File: config.mk
export PLATFORM = sky130hd
export DESIGN_NAME = apb_master_arbiter_flat
export DESIGN_NICKNAME = d
export VERILOG_FILES = /design/src/rtl/apb_arb_pkg.sv /design/src/rtl/apb_master_arbiter_if.sv /design/src/rtl/rr_arbiter.sv /design/src/rtl/apb_master_arbiter.sv /design/src/flat_wrapper.sv
export SDC_FILE = /design/constraint.sdc
export NUM_CORES = 1
export LEC_CHECK = 0
export BUFFER_PORTS_ARGS = -buffer_cell sky130_fd_sc_hd__buf_2
export CORE_AREA = 2 2 105 107
export CTS_CLUSTER_DIAMETER = 60
export DETAILED_ROUTE_END_ITERATION = 12
export DIE_AREA = 0 0 107 109
export PLACE_DENSITY = 0.79
export SETUP_SLACK_MARGIN = 0.5
export SYNTH_ARGS = -nofsm -noshare
export SYNTH_HDL_FRONTEND = slang
export SYNTH_SLANG_ARGS = --single-unit
File: constraint.sdc
create_clock -name clk -period 4.8 [get_ports clk]
set_clock_uncertainty 0.1 [all_clocks]
set_input_delay 0.24 -clock clk [delete_from_list [all_inputs] [get_ports clk]]
set_output_delay 0.24 -clock clk [all_outputs]
set_load 0.01 [all_outputs]
File: src/rtl/apb_arb_pkg.sv
// Shared types and helpers for the APB master arbiter.
// Optional build macro used by the arbiter: APB_TIMEOUT_EN (ACCESS-phase wait limit).
// Index widths are derived from the requester count through idx_width().
package apb_arb_pkg;

  typedef enum logic [1:0] {
    S_IDLE   = 2'd0,
    S_SETUP  = 2'd1,
    S_ACCESS = 2'd2
  } state_t;

  // Requester count used when a module is not overridden.
  localparam int unsigned N_REQ_DEF = 2;

  // Index width for n requesters; never below one bit.
  function automatic int unsigned idx_width(input int unsigned n);
    return (n < 2) ? 1 : $clog2(n);
  endfunction

endpackage

File: src/rtl/apb_master_arbiter_if.sv
// Requester command/response channel plus the APB master port of the arbiter.
// master: arbiter side; slave: requesters and APB register file side.
// Per-requester fields are flattened, requester r at slice [r*W +: W].
interface apb_master_arbiter_if #(
  parameter int N_REQ  = 2,
  parameter int ADDR_W = 32,
  parameter int DATA_W = 32
) ();

  logic [N_REQ-1:0]        req_valid_i;
  logic [N_REQ-1:0]        req_ready_o;
  logic [N_REQ*ADDR_W-1:0] req_addr_i;
  logic [N_REQ-1:0]        req_write_i;
  logic [N_REQ*DATA_W-1:0] req_wdata_i;

  logic [N_REQ-1:0]        rsp_valid_o;
  logic [DATA_W-1:0]       rsp_rdata_o;
  logic                    rsp_slverr_o;

  logic                    psel_o;
  logic                    penable_o;
  logic                    pwrite_o;
  logic [ADDR_W-1:0]       paddr_o;
  logic [DATA_W-1:0]       pwdata_o;
  logic                    pready_i;
  logic [DATA_W-1:0]       prdata_i;
  logic                    pslverr_i;

  modport master (
    input  req_valid_i, req_addr_i, req_write_i, req_wdata_i,
    input  pready_i, prdata_i, pslverr_i,
    output req_ready_o, rsp_valid_o, rsp_rdata_o, rsp_slverr_o,
    output psel_o, penable_o, pwrite_o, paddr_o, pwdata_o
  );

  modport slave (
    output req_valid_i, req_addr_i, req_write_i, req_wdata_i,
    output pready_i, prdata_i, pslverr_i,
    input  req_ready_o, rsp_valid_o, rsp_rdata_o, rsp_slverr_o,
    input  psel_o, penable_o, pwrite_o, paddr_o, pwdata_o
  );

endinterface

File: src/rtl/rr_arbiter.sv
// Round-robin pick: first asserted request at or after ptr, wrapping.
// Purely combinational; the rotating pointer lives in the parent.
// gnt is one-hot (or zero when nothing is requested).
module rr_arbiter
  import apb_arb_pkg::*;
#(
  parameter  int N_REQ = N_REQ_DEF,
  localparam int IDX_W = idx_width(N_REQ)
) (
  input  logic [N_REQ-1:0] req,
  input  logic [IDX_W-1:0] ptr,
  output logic [N_REQ-1:0] gnt,
  output logic [IDX_W-1:0] gnt_idx,
  output logic             gnt_any
);

  logic [IDX_W:0]   sum;
  logic [IDX_W-1:0] pos;

  // Walk the requesters from ptr upward, first hit wins.
  always_comb begin
    gnt     = '0;
    gnt_idx = '0;
    gnt_any = 1'b0;
    sum     = '0;
    pos     = '0;
    for (int i = 0; i < N_REQ; i++) begin
      sum = {1'b0, ptr} + (IDX_W+1)'(i);
      if (sum >= (IDX_W+1)'(N_REQ)) sum = sum - (IDX_W+1)'(N_REQ);
      pos = sum[IDX_W-1:0];
      if (!gnt_any && req[pos]) begin
        gnt_any  = 1'b1;
        gnt[pos] = 1'b1;
        gnt_idx  = pos;
      end
    end
  end

endmodule

File: src/rtl/apb_master_arbiter.sv
// Shares one APB master port between N_REQ requesters, round-robin, single transfers.
// Latency: accept, SETUP, ACCESS (+ slave wait states), then one response cycle.
// Optional: define APB_TIMEOUT_EN to abort ACCESS after TIMEOUT_CYCLES cycles with an error.
module apb_master_arbiter
  import apb_arb_pkg::*;
#(
  parameter int N_REQ          = 2,
  parameter int ADDR_W         = 32,
  parameter int DATA_W         = 32,
  parameter int TIMEOUT_CYCLES = 16
) (
  input logic clk,
  input logic rst,
  apb_master_arbiter_if.master bus
);

  localparam int IDX_W = idx_width(N_REQ);

  state_t            state;
  logic [IDX_W-1:0]  ptr;
  logic [IDX_W-1:0]  cur;
  logic              psel_q;
  logic              penable_q;
  logic              pwrite_q;
  logic [ADDR_W-1:0] paddr_q;
  logic [DATA_W-1:0] pwdata_q;
  logic [N_REQ-1:0]  rsp_valid_q;
  logic [DATA_W-1:0] rsp_rdata_q;
  logic              rsp_slverr_q;

  logic [N_REQ-1:0]  gnt;
  logic [IDX_W-1:0]  gnt_idx;
  logic              gnt_any;
  logic              accept;
  logic [ADDR_W-1:0] sel_addr;
  logic [DATA_W-1:0] sel_wdata;
  logic              sel_write;
  logic              to_hit;

  rr_arbiter #(.N_REQ(N_REQ)) u_rr (
    .req     (bus.req_valid_i),
    .ptr     (ptr),
    .gnt     (gnt),
    .gnt_idx (gnt_idx),
    .gnt_any (gnt_any)
  );

  // A grant is only taken in IDLE, outside reset, and never in the response cycle.
  assign accept          = (state == S_IDLE) && !rst && (rsp_valid_q == '0) && gnt_any;
  assign bus.req_ready_o = accept ? gnt : '0;

  assign bus.psel_o       = psel_q;
  assign bus.penable_o    = penable_q;
  assign bus.pwrite_o     = pwrite_q;
  assign bus.paddr_o      = paddr_q;
  assign bus.pwdata_o     = pwdata_q;
  assign bus.rsp_valid_o  = rsp_valid_q;
  assign bus.rsp_rdata_o  = rsp_rdata_q;
  assign bus.rsp_slverr_o = rsp_slverr_q;

  // Select the winning requester's payload out of the flattened buses.
  always_comb begin
    sel_addr  = '0;
    sel_wdata = '0;
    sel_write = 1'b0;
    for (int i = 0; i < N_REQ; i++) begin
      if (gnt_idx == IDX_W'(i)) begin
        sel_addr  = bus.req_addr_i[i*ADDR_W +: ADDR_W];
        sel_wdata = bus.req_wdata_i[i*DATA_W +: DATA_W];
        sel_write = bus.req_write_i[i];
      end
    end
  end

`ifdef APB_TIMEOUT_EN
  localparam int TO_W = $clog2(TIMEOUT_CYCLES + 1);
  logic [TO_W-1:0] to_cnt;
  // Fires in the last allowed ACCESS cycle if the slave is still not ready.
  assign to_hit = !bus.pready_i && (to_cnt == TO_W'(TIMEOUT_CYCLES - 1));
`else
  logic unused_timeout_cfg;
  assign unused_timeout_cfg = ^TIMEOUT_CYCLES;
  assign to_hit = 1'b0;
`endif

  // Transfer sequencer: IDLE -> SETUP -> ACCESS -> IDLE, all outputs registered.
  always_ff @(posedge clk) begin
    if (rst) begin
      state        <= S_IDLE;
      ptr          <= '0;
      cur          <= '0;
      psel_q       <= 1'b0;
      penable_q    <= 1'b0;
      pwrite_q     <= 1'b0;
      paddr_q      <= '0;
      pwdata_q     <= '0;
      rsp_valid_q  <= '0;
      rsp_rdata_q  <= '0;
      rsp_slverr_q <= 1'b0;
`ifdef APB_TIMEOUT_EN
      to_cnt       <= '0;
`endif
    end else begin
      rsp_valid_q <= '0;
      case (state)
        S_IDLE: begin
          if (accept) begin
            state    <= S_SETUP;
            cur      <= gnt_idx;
            ptr      <= (gnt_idx == IDX_W'(N_REQ - 1)) ? '0 : gnt_idx + IDX_W'(1);
            paddr_q  <= sel_addr;
            pwdata_q <= sel_wdata;
            pwrite_q <= sel_write;
            psel_q   <= 1'b1;
          end
        end
        S_SETUP: begin
          state     <= S_ACCESS;
          penable_q <= 1'b1;
`ifdef APB_TIMEOUT_EN
          to_cnt    <= '0;
`endif
        end
        S_ACCESS: begin
          if (bus.pready_i || to_hit) begin
            state            <= S_IDLE;
            psel_q           <= 1'b0;
            penable_q        <= 1'b0;
            rsp_valid_q      <= '0;
            rsp_valid_q[cur] <= 1'b1;
            if (to_hit) begin
              rsp_rdata_q  <= '0;
              rsp_slverr_q <= 1'b1;
            end else begin
              rsp_rdata_q  <= pwrite_q ? '0 : bus.prdata_i;
              rsp_slverr_q <= bus.pslverr_i;
            end
          end
`ifdef APB_TIMEOUT_EN
          else begin
            to_cnt <= to_cnt + TO_W'(1);
          end
`endif
        end
        default: state <= S_IDLE;
      endcase
    end
  end

endmodule
File: src/flat_wrapper.sv
// flat-port wrapper written by rule: the top's interface ports become plain ports
module apb_master_arbiter_flat import apb_arb_pkg::*;
#(
  parameter int N_REQ          = 2,
  parameter int ADDR_W         = 32,
  parameter int DATA_W         = 32,
  parameter int TIMEOUT_CYCLES = 16
)
  (clk, rst, bus_req_valid_i, bus_req_addr_i, bus_req_write_i, bus_req_wdata_i, bus_pready_i, bus_prdata_i, bus_pslverr_i, bus_req_ready_o, bus_rsp_valid_o, bus_rsp_rdata_o, bus_rsp_slverr_o, bus_psel_o, bus_penable_o, bus_pwrite_o, bus_paddr_o, bus_pwdata_o);
  apb_master_arbiter_if #(.N_REQ(N_REQ), .ADDR_W(ADDR_W), .DATA_W(DATA_W)) bus_i ();
  input logic clk;
  input logic rst;
  input wire logic [$bits(bus_i.req_valid_i)-1:0] bus_req_valid_i;
  input wire logic [$bits(bus_i.req_addr_i)-1:0] bus_req_addr_i;
  input wire logic [$bits(bus_i.req_write_i)-1:0] bus_req_write_i;
  input wire logic [$bits(bus_i.req_wdata_i)-1:0] bus_req_wdata_i;
  input wire logic [$bits(bus_i.pready_i)-1:0] bus_pready_i;
  input wire logic [$bits(bus_i.prdata_i)-1:0] bus_prdata_i;
  input wire logic [$bits(bus_i.pslverr_i)-1:0] bus_pslverr_i;
  output wire logic [$bits(bus_i.req_ready_o)-1:0] bus_req_ready_o;
  output wire logic [$bits(bus_i.rsp_valid_o)-1:0] bus_rsp_valid_o;
  output wire logic [$bits(bus_i.rsp_rdata_o)-1:0] bus_rsp_rdata_o;
  output wire logic [$bits(bus_i.rsp_slverr_o)-1:0] bus_rsp_slverr_o;
  output wire logic [$bits(bus_i.psel_o)-1:0] bus_psel_o;
  output wire logic [$bits(bus_i.penable_o)-1:0] bus_penable_o;
  output wire logic [$bits(bus_i.pwrite_o)-1:0] bus_pwrite_o;
  output wire logic [$bits(bus_i.paddr_o)-1:0] bus_paddr_o;
  output wire logic [$bits(bus_i.pwdata_o)-1:0] bus_pwdata_o;
  assign bus_i.req_valid_i = bus_req_valid_i;
  assign bus_i.req_addr_i = bus_req_addr_i;
  assign bus_i.req_write_i = bus_req_write_i;
  assign bus_i.req_wdata_i = bus_req_wdata_i;
  assign bus_i.pready_i = bus_pready_i;
  assign bus_i.prdata_i = bus_prdata_i;
  assign bus_i.pslverr_i = bus_pslverr_i;
  assign bus_req_ready_o = bus_i.req_ready_o;
  assign bus_rsp_valid_o = bus_i.rsp_valid_o;
  assign bus_rsp_rdata_o = bus_i.rsp_rdata_o;
  assign bus_rsp_slverr_o = bus_i.rsp_slverr_o;
  assign bus_psel_o = bus_i.psel_o;
  assign bus_penable_o = bus_i.penable_o;
  assign bus_pwrite_o = bus_i.pwrite_o;
  assign bus_paddr_o = bus_i.paddr_o;
  assign bus_pwdata_o = bus_i.pwdata_o;
  apb_master_arbiter #(.N_REQ(N_REQ), .ADDR_W(ADDR_W), .DATA_W(DATA_W), .TIMEOUT_CYCLES(TIMEOUT_CYCLES)) u_core (.clk(clk), .rst(rst), .bus(bus_i));
endmodule
Word level (Yosys, flattened, before mapping)
Index checks and enable logic that the tools add are counted.

storage, ports and cells
  output and inout port bits = 104
  flip-flop bits (word level) = 106
  input port bits = 168

cells by class
  bitwise operators = 3
  reductions and logical operators = 19
  eq/ne operators = 4
  $add $sub $neg = 4
  $lt $le $gt $ge = 8
  muxes and demuxes = 31

operators by type and width
  cell                                                               count
  2-to-1 mux 32 bit                                                  3
  2-to-1 mux 1 bit                                                   17
  2-to-1 mux 2 bit                                                   5
  AND reduction 2 bit                                                4
  logical AND 1 bit                                                  7
  less-than comparator 1 x 2 -> 1 bit, second input constant         3
  one-hot mux 2 bit (3 select lines)                                 1
  logical NOT 2 bit                                                  2
  one-hot mux 1 bit (2 select lines)                                 2
  nonzero test 2 bit                                                 2
  demux 1 bit (select 1 bit)                                         3
  greater-or-equal comparator 1 bit, second input constant           3
  AND reduction 3 bit                                                1
  OR reduction 3 bit                                                 1
  adder 1 x 1 -> 2 bit, second input constant                        1
  equality test 2 x 1 -> 1 bit, second input constant                1
  equality test 2 bit, second input constant                         1
  greater-or-equal comparator 1 x 2 -> 1 bit, second input constant  1
  greater-or-equal comparator 2 bit, second input constant           1
  logical NOT 1 bit                                                  2
  inequality test 2 x 1 -> 1 bit, second input constant              1
  inequality test 2 bit, second input constant                       1
  NOT 1 bit                                                          2
  bitwise OR 2 bit                                                   1
  other kinds (2)                                                    3

Logic depth before layout (Yosys ltp)
  depth in word-level cells = 11
  depth in mapped cells = 7
  depth with buffers taken out = 4

Hierarchy
From an unflattened synthesis, not the netlist that was laid out.

second synthesis, totals
  cells, all modules = 407
  area, all modules = 4274.1 um2

modules (own cells, without submodules)
  module              area an instance (um2)  sequential area each (um2)  cells each  times used
  apb_master_arbiter  4241.6                  2122.0                      402         1
  rr_arbiter          32.5                    0.0                         5           1

Worst setup path after synthesis
No wires, ideal clock.

  path type = flip-flop to output port
  start point = register u_core.state[0]
  end point = output port bus_req_ready_o[1]
  data arrival time = 1.272 ns
  cell stages (with the launch flop) = 6
  buffers on the path = 2
  slack = 3.188 ns
  data required time = 4.460 ns
  path through = dfxtp_1 nor4_4 buf_4 buf_4 nand4_1 inv_1

between the ends
  word-level cells in the longest chain between the ends = 5

ends and longest elaborated chain
  item                             line                       source
  start, declared                  apb_master_arbiter.sv:19   state_t state;
  start signal, assigned           apb_master_arbiter.sv:89   state <= S_IDLE;
  start signal, assigned           apb_master_arbiter.sv:108  state <= S_SETUP;
  start signal, assigned           apb_master_arbiter.sv:118  state <= S_ACCESS;
  logical NOT 2 bit                apb_master_arbiter.sv:49   assign accept = (state == S_IDLE) && !rst && (rsp_valid_q == '0) && gnt_any;
  logical AND 1 bit (3 in series)  apb_master_arbiter.sv:49
  2-to-1 mux 2 bit                 apb_master_arbiter.sv:50   assign bus.req_ready_o = accept ? gnt : '0;
  end, declared                    flat_wrapper.sv:20         output wire logic [$bits(bus_i.req_ready_o)-1:0] bus_req_ready_o;

Every way passes these cells.

Worst setup path after layout
  start point = register u_core.state[1]
  end point = register u_core.pwdata_q[13], in the netlist u_core.bus.pwdata_o[13]

between the ends
  word-level cells in the longest chain between the ends = 5

ends and longest elaborated chain
  item                               line                                                 source
  logical NOT 2 bit (*)              apb_master_arbiter.sv:49, apb_master_arbiter.sv:105
  logical AND 1 bit (3 in series)    apb_master_arbiter.sv:49
  AND reduction 2 bit (no line) (*)  --
  end signal, assigned               apb_master_arbiter.sv:112                            pwdata_q <= sel_wdata;
  end, declared                      apb_master_arbiter.sv:26                             logic [DATA_W-1:0] pwdata_q;

Mark *: on every way between the ends. The rest lies on a longest branch, timed or not.
A chain may end at the register's enable or synchronous reset.

==> results by stage <==
Logic synthesis:
- After synthesis, the largest family of logic cells by area is compound AO/OA/AOI/OAI gates.
- The post-synthesis compound-gate area fraction is 0.353.
- After synthesis, the mean cell area works out to 8.96 um2.
- The cell with the most instances after synthesis is sky130_fd_sc_hd__dfxtp_1.
- The total nets after synthesis is 660.
- The proportion of synthesized area in mux cells is 0.00227.
- The number of different library cells used by synthesis comes to 26.
- The area share of the largest cell type after synthesis is 0.481.
- By area the synthesized netlist is led by sky130_fd_sc_hd__dfxtp_1 48%, sky130_fd_sc_hd__a311oi_1 13%, sky130_fd_sc_hd__a21oi_1 7.8%.
- In the synthesized netlist the dominant register cell turns out to be sky130_fd_sc_hd__dfxtp_1.
- sky130_fd_sc_hd__dfxtp_1 takes more of the synthesized area than any other cell.
- The post-synthesis sequential element count is 106.
- The number of instances in the synthesized netlist is 492.
- For this run, asynchronously set or reset flops after synthesis account for 0.
- The share of the Yosys chip area taken by registers is 0.481.
- The synthesized design contains 0 enable-type register cells.
- The synthesized-area fraction occupied by adder cells is 0.
- The basic-gate share of the synthesized area counting and, or, nand and nor cells is 0.0970.
- The post-synthesis share of cell area spent on xor and xnor gates is 0.
- In this run the cell area of the synthesized design comes to between 4000 and 5000 um2.
- Sorting the synthesized cells by how often they occur yields 106 x sky130_fd_sc_hd__dfxtp_1, 69 x sky130_fd_sc_hd__a21oi_1, 65 x sky130_fd_sc_hd__a311oi_1, 65 x sky130_fd_sc_hd__nand3_1, 65 x sky130_fd_sc_hd__o21ai_0.
- The synthesis warning total is 0.

Cells and area:
- The layout net count is 916.
- The proportion of layout cells with a drive suffix above 1 is 0.400.
- For this run, the share of the core covered by cells in the final layout is 0.589.
- The filler cells instantiated in the layout total 923.
- The number of diodes is 0.
- Once layout is done, the placed cells without fillers occupy 6240 um2.
- Leaving out filler cells and counting taps, the final layout contains about 890.
- The synthesis-to-layout area growth is 41.6%.

STA:
- Of the available clock period, the critical path in the final layout requires 0.580.
- The maximum frequency from static timing analysis is 0.359 GHz.
- The relative slew slack is 0.111.
- The routed design could run at a clock period as short as 2.78 ns.
- The total negative slack is 0 ns.
- Setup repair after global routing left no endpoint under its margin.
- The final-report setup violation count is 0.
- The count of pins over their slew limit came to 0.
- The transition time of the tightest slew-check pin is approximately 1.3 ns.
- The number of hold violations in the final report came to 0.

Worst setup path:
- The maximum fanout encountered on the critical timing path is 68.
- The kind of critical path is flip-flop to flip-flop.
- STA classifies the critical path startpoint as a flip-flop.
- The signal arrival time at the worst endpoint is 2.86 ns.
- The slowest stage of the critical path belongs to the cell sky130_fd_sc_hd__inv_2.
- The signal on the critical path passes through o21ba_2 -> buf_4 -> nand2_1 -> inv_2 -> a311oi_1.
- The required time at the worst-slack endpoint is 4.87 ns.
- STA classifies the critical path endpoint as a flip-flop.
- The largest single stage delay on the critical path is roughly 0.87 ns.

GRT:
- The global-route wire length before repair is 22.8 mm.
- The overflow left after global routing is 0.
- The via count of the first global-routing pass is 4579.
- For this run, the total global-route usage over all layers was measured as 0.245.
- Entering global routing, the biggest net connects 74 pins.
- The number of antenna violations at the first check in global routing is 0.

Floorplanning:
- Measured along the y axis, the die boundary spans roughly 110 um.
- The number of placement rows is 38.
- For this configuration, the core starts out at a cell density of 0.416.
- The area of the die is 11700 um2.
- The horizontal extent of the die is 107 um.
- The core area is between 10000 and 15000 um2.
- 272 I/O pins were placed.

Placement:
- At the end of routability-driven placement, the weighted congestion stood at slightly above 0.8.
- Counting tap cells, the placed design contains a total of 844 instances.
- The HPWL after detailed placement is 9.79 mm.
- Once placement finished, the instance area stood at 5720 um2.
- During placement, the flow inserted port buffers numbering 271.

Power:
- Internal power comes to 1.35 mW.
- Of the total power, the share spent switching nets is 0.320.
- The share of total power dissipated in sequential elements is 0.501.
- The share of total power dissipated in combinational logic is 0.231.
- The power per cell area is roughly 320 nW/um2.
- Summed over all nets, the switching power comes to 634 uW.
- The total design power is 1.98 mW.
- The leakage power figure is 2.80 nW.
- The share of total power dissipated in the clock network is 0.268.
- The worst supply voltage drop on vdd is between 150 and 200 uV.

Detailed routing:
- After the first detailed-routing iteration, the DRC count stood at 517.
- The post-route DRC violation count is 0.
- The detail route stage leaves a number of antenna-violating nets equal to 0.
- The first detailed-routing pass ran for 5 iterations.
- The average detailed-routed wire length per instance is 17.1 um.
- The ratio of routed vias to standard cells is between 5 and 6.
- The vias after detailed routing is 5106.
- The total detailed-routing wirelength is 15.2 mm.

Clock tree:
- No sink is reached through more buffers than the 2 on the longest clock path.
- TritonCTS built the clock tree.
- After clock tree synthesis, the clock-pin slew on the worst setup and hold paths is 0.11 ns.
- The total clock buffers created by CTS is 9.
- The clock latency on the worst-skew pair is between 0.3 and 0.4 ns.
- Post-CTS timing repair inserted 0 buffers for setup.
- The tree is rooted in a sky130_fd_sc_hd__clkbuf_8.
- The clock net in this run drives a total of 106 sinks.
- The number of levels the H-tree was split into is 3.

Flow run:
- The max-cap check violation count is 0.

Run status:
- The run finished with clean final reports.

Worst hold path:
- The min-delay analysis places its worst path in the category input pin to flip-flop.
==> cells by family after synthesis <==
| kind of cell | after synthesis |
|---|---|
| DFF | 106 |
| AOI/OAI and AO/OA | 235 |
| buffers and inverters | 69 |
| muxes | 1 |
| and+or+nand+nor | 81 |
==> flip-flops by register name, indices dropped and copies added (netlist names) <==
name / count
u_core.bus.paddr_o: 32
u_core.bus.penable_o: 1
u_core.bus.psel_o: 1
u_core.bus.pwdata_o: 32
u_core.bus.pwrite_o: 1
u_core.bus.rsp_rdata_o: 32
u_core.bus.rsp_slverr_o: 1
u_core.bus.rsp_valid_o: 2
u_core.cur: 1
u_core.ptr: 1
u_core.state: 2
==> final cells by class <==
| cell class | instances | area [um2] | area share |
|---|---|---|---|
| Clock inverter | 6 | 61.3 | 0.00982 |
| Clock buffer | 10 | 128 | 0.0204 |
| Sequential cell | 106 | 2120 | 0.340 |
| Multi-Input combinational cell | 317 | 2010 | 0.322 |
| Inverter | 4 | 15.0 | 0.00240 |
| Tap cell | 140 | 175 | 0.0281 |
| Timing Repair Buffer | 310 | 1730 | 0.277 |
==> cells in the final DEF (no fill, tap or decap), types with 2 or more instances in the layout <==
cell,n
sky130_fd_sc_hd__inv_2,2
sky130_fd_sc_hd__o21ai_0,65
sky130_fd_sc_hd__nand3_1,65
sky130_fd_sc_hd__dfxtp_1,106
sky130_fd_sc_hd__dlygate4sd3_1,33
sky130_fd_sc_hd__a311oi_1,65
sky130_fd_sc_hd__buf_2,271
sky130_fd_sc_hd__clkbuf_8,9
sky130_fd_sc_hd__nor2_1,3
sky130_fd_sc_hd__a22o_1,32
sky130_fd_sc_hd__buf_4,6
sky130_fd_sc_hd__nand2_1,2
sky130_fd_sc_hd__inv_6,2
sky130_fd_sc_hd__inv_1,2
sky130_fd_sc_hd__a21oi_1,69
==> layer usage <==
layer | wire length, um | GRT usage
met4 | 491 | 0.108
met5 | 0 | 0
met1 | 6170 | 0.305
met2 | 7330 | 0.411
met3 | 1230 | 0.0490
==> metrics by stage <==
stage	hold slack [ns]	setup WS (ns)
after global routing	0.0185	1.88
after global placement	0.323	2.22
after detailed placement	0.348	2.12
after floorplan	0.265	3.19
after CTS	0.0194	2.07
final	0.0369	2.02
==> timing repair <==
action,4_1_cts,5_1_grt
hold buffers,33,0
hold endpoints to repair,33,0
resized for setup,0,0
==> critical path: cells and delay by family (launching register included) <==
family / cells / cell delay [ns]
buffers and inverters: 2 / 1.43
AOI/OAI and AO/OA: 2 / 0.45
DFF: 1 / 0.35
and+or+nand+nor: 1 / 0.18
==> worst paths after layout <==
path / depth (start not counted) / slack (ns) / to / start
worst max-delay path: 5 / 2.02 / u_core.bus.pwdata_o[13] / u_core.state[1]
worst min-delay path: 3 / 0.04 / u_core.bus.pwdata_o[5] / bus_req_wdata_i[37]
worst max register to register: 5 / 2.02 / u_core.bus.pwdata_o[13] / u_core.state[1]
worst min register to register: 1 / 0.36 / u_core.bus.rsp_valid_o[0] / u_core.cur
==> power by group through the flow <==
stage | sequential (mW) | combinational [mW] | clock, mW
global placement | 1.01 | 0.422 | 0
CTS | 0.991 | 0.455 | 0.540
detailed placement | 1.01 | 0.434 | 0
floorplan | 1.04 | 0.223 | 0
finish | 0.992 | 0.458 | 0.530
global route | 0.998 | 0.501 | 0.573
(Power assumes the default switching activity.)
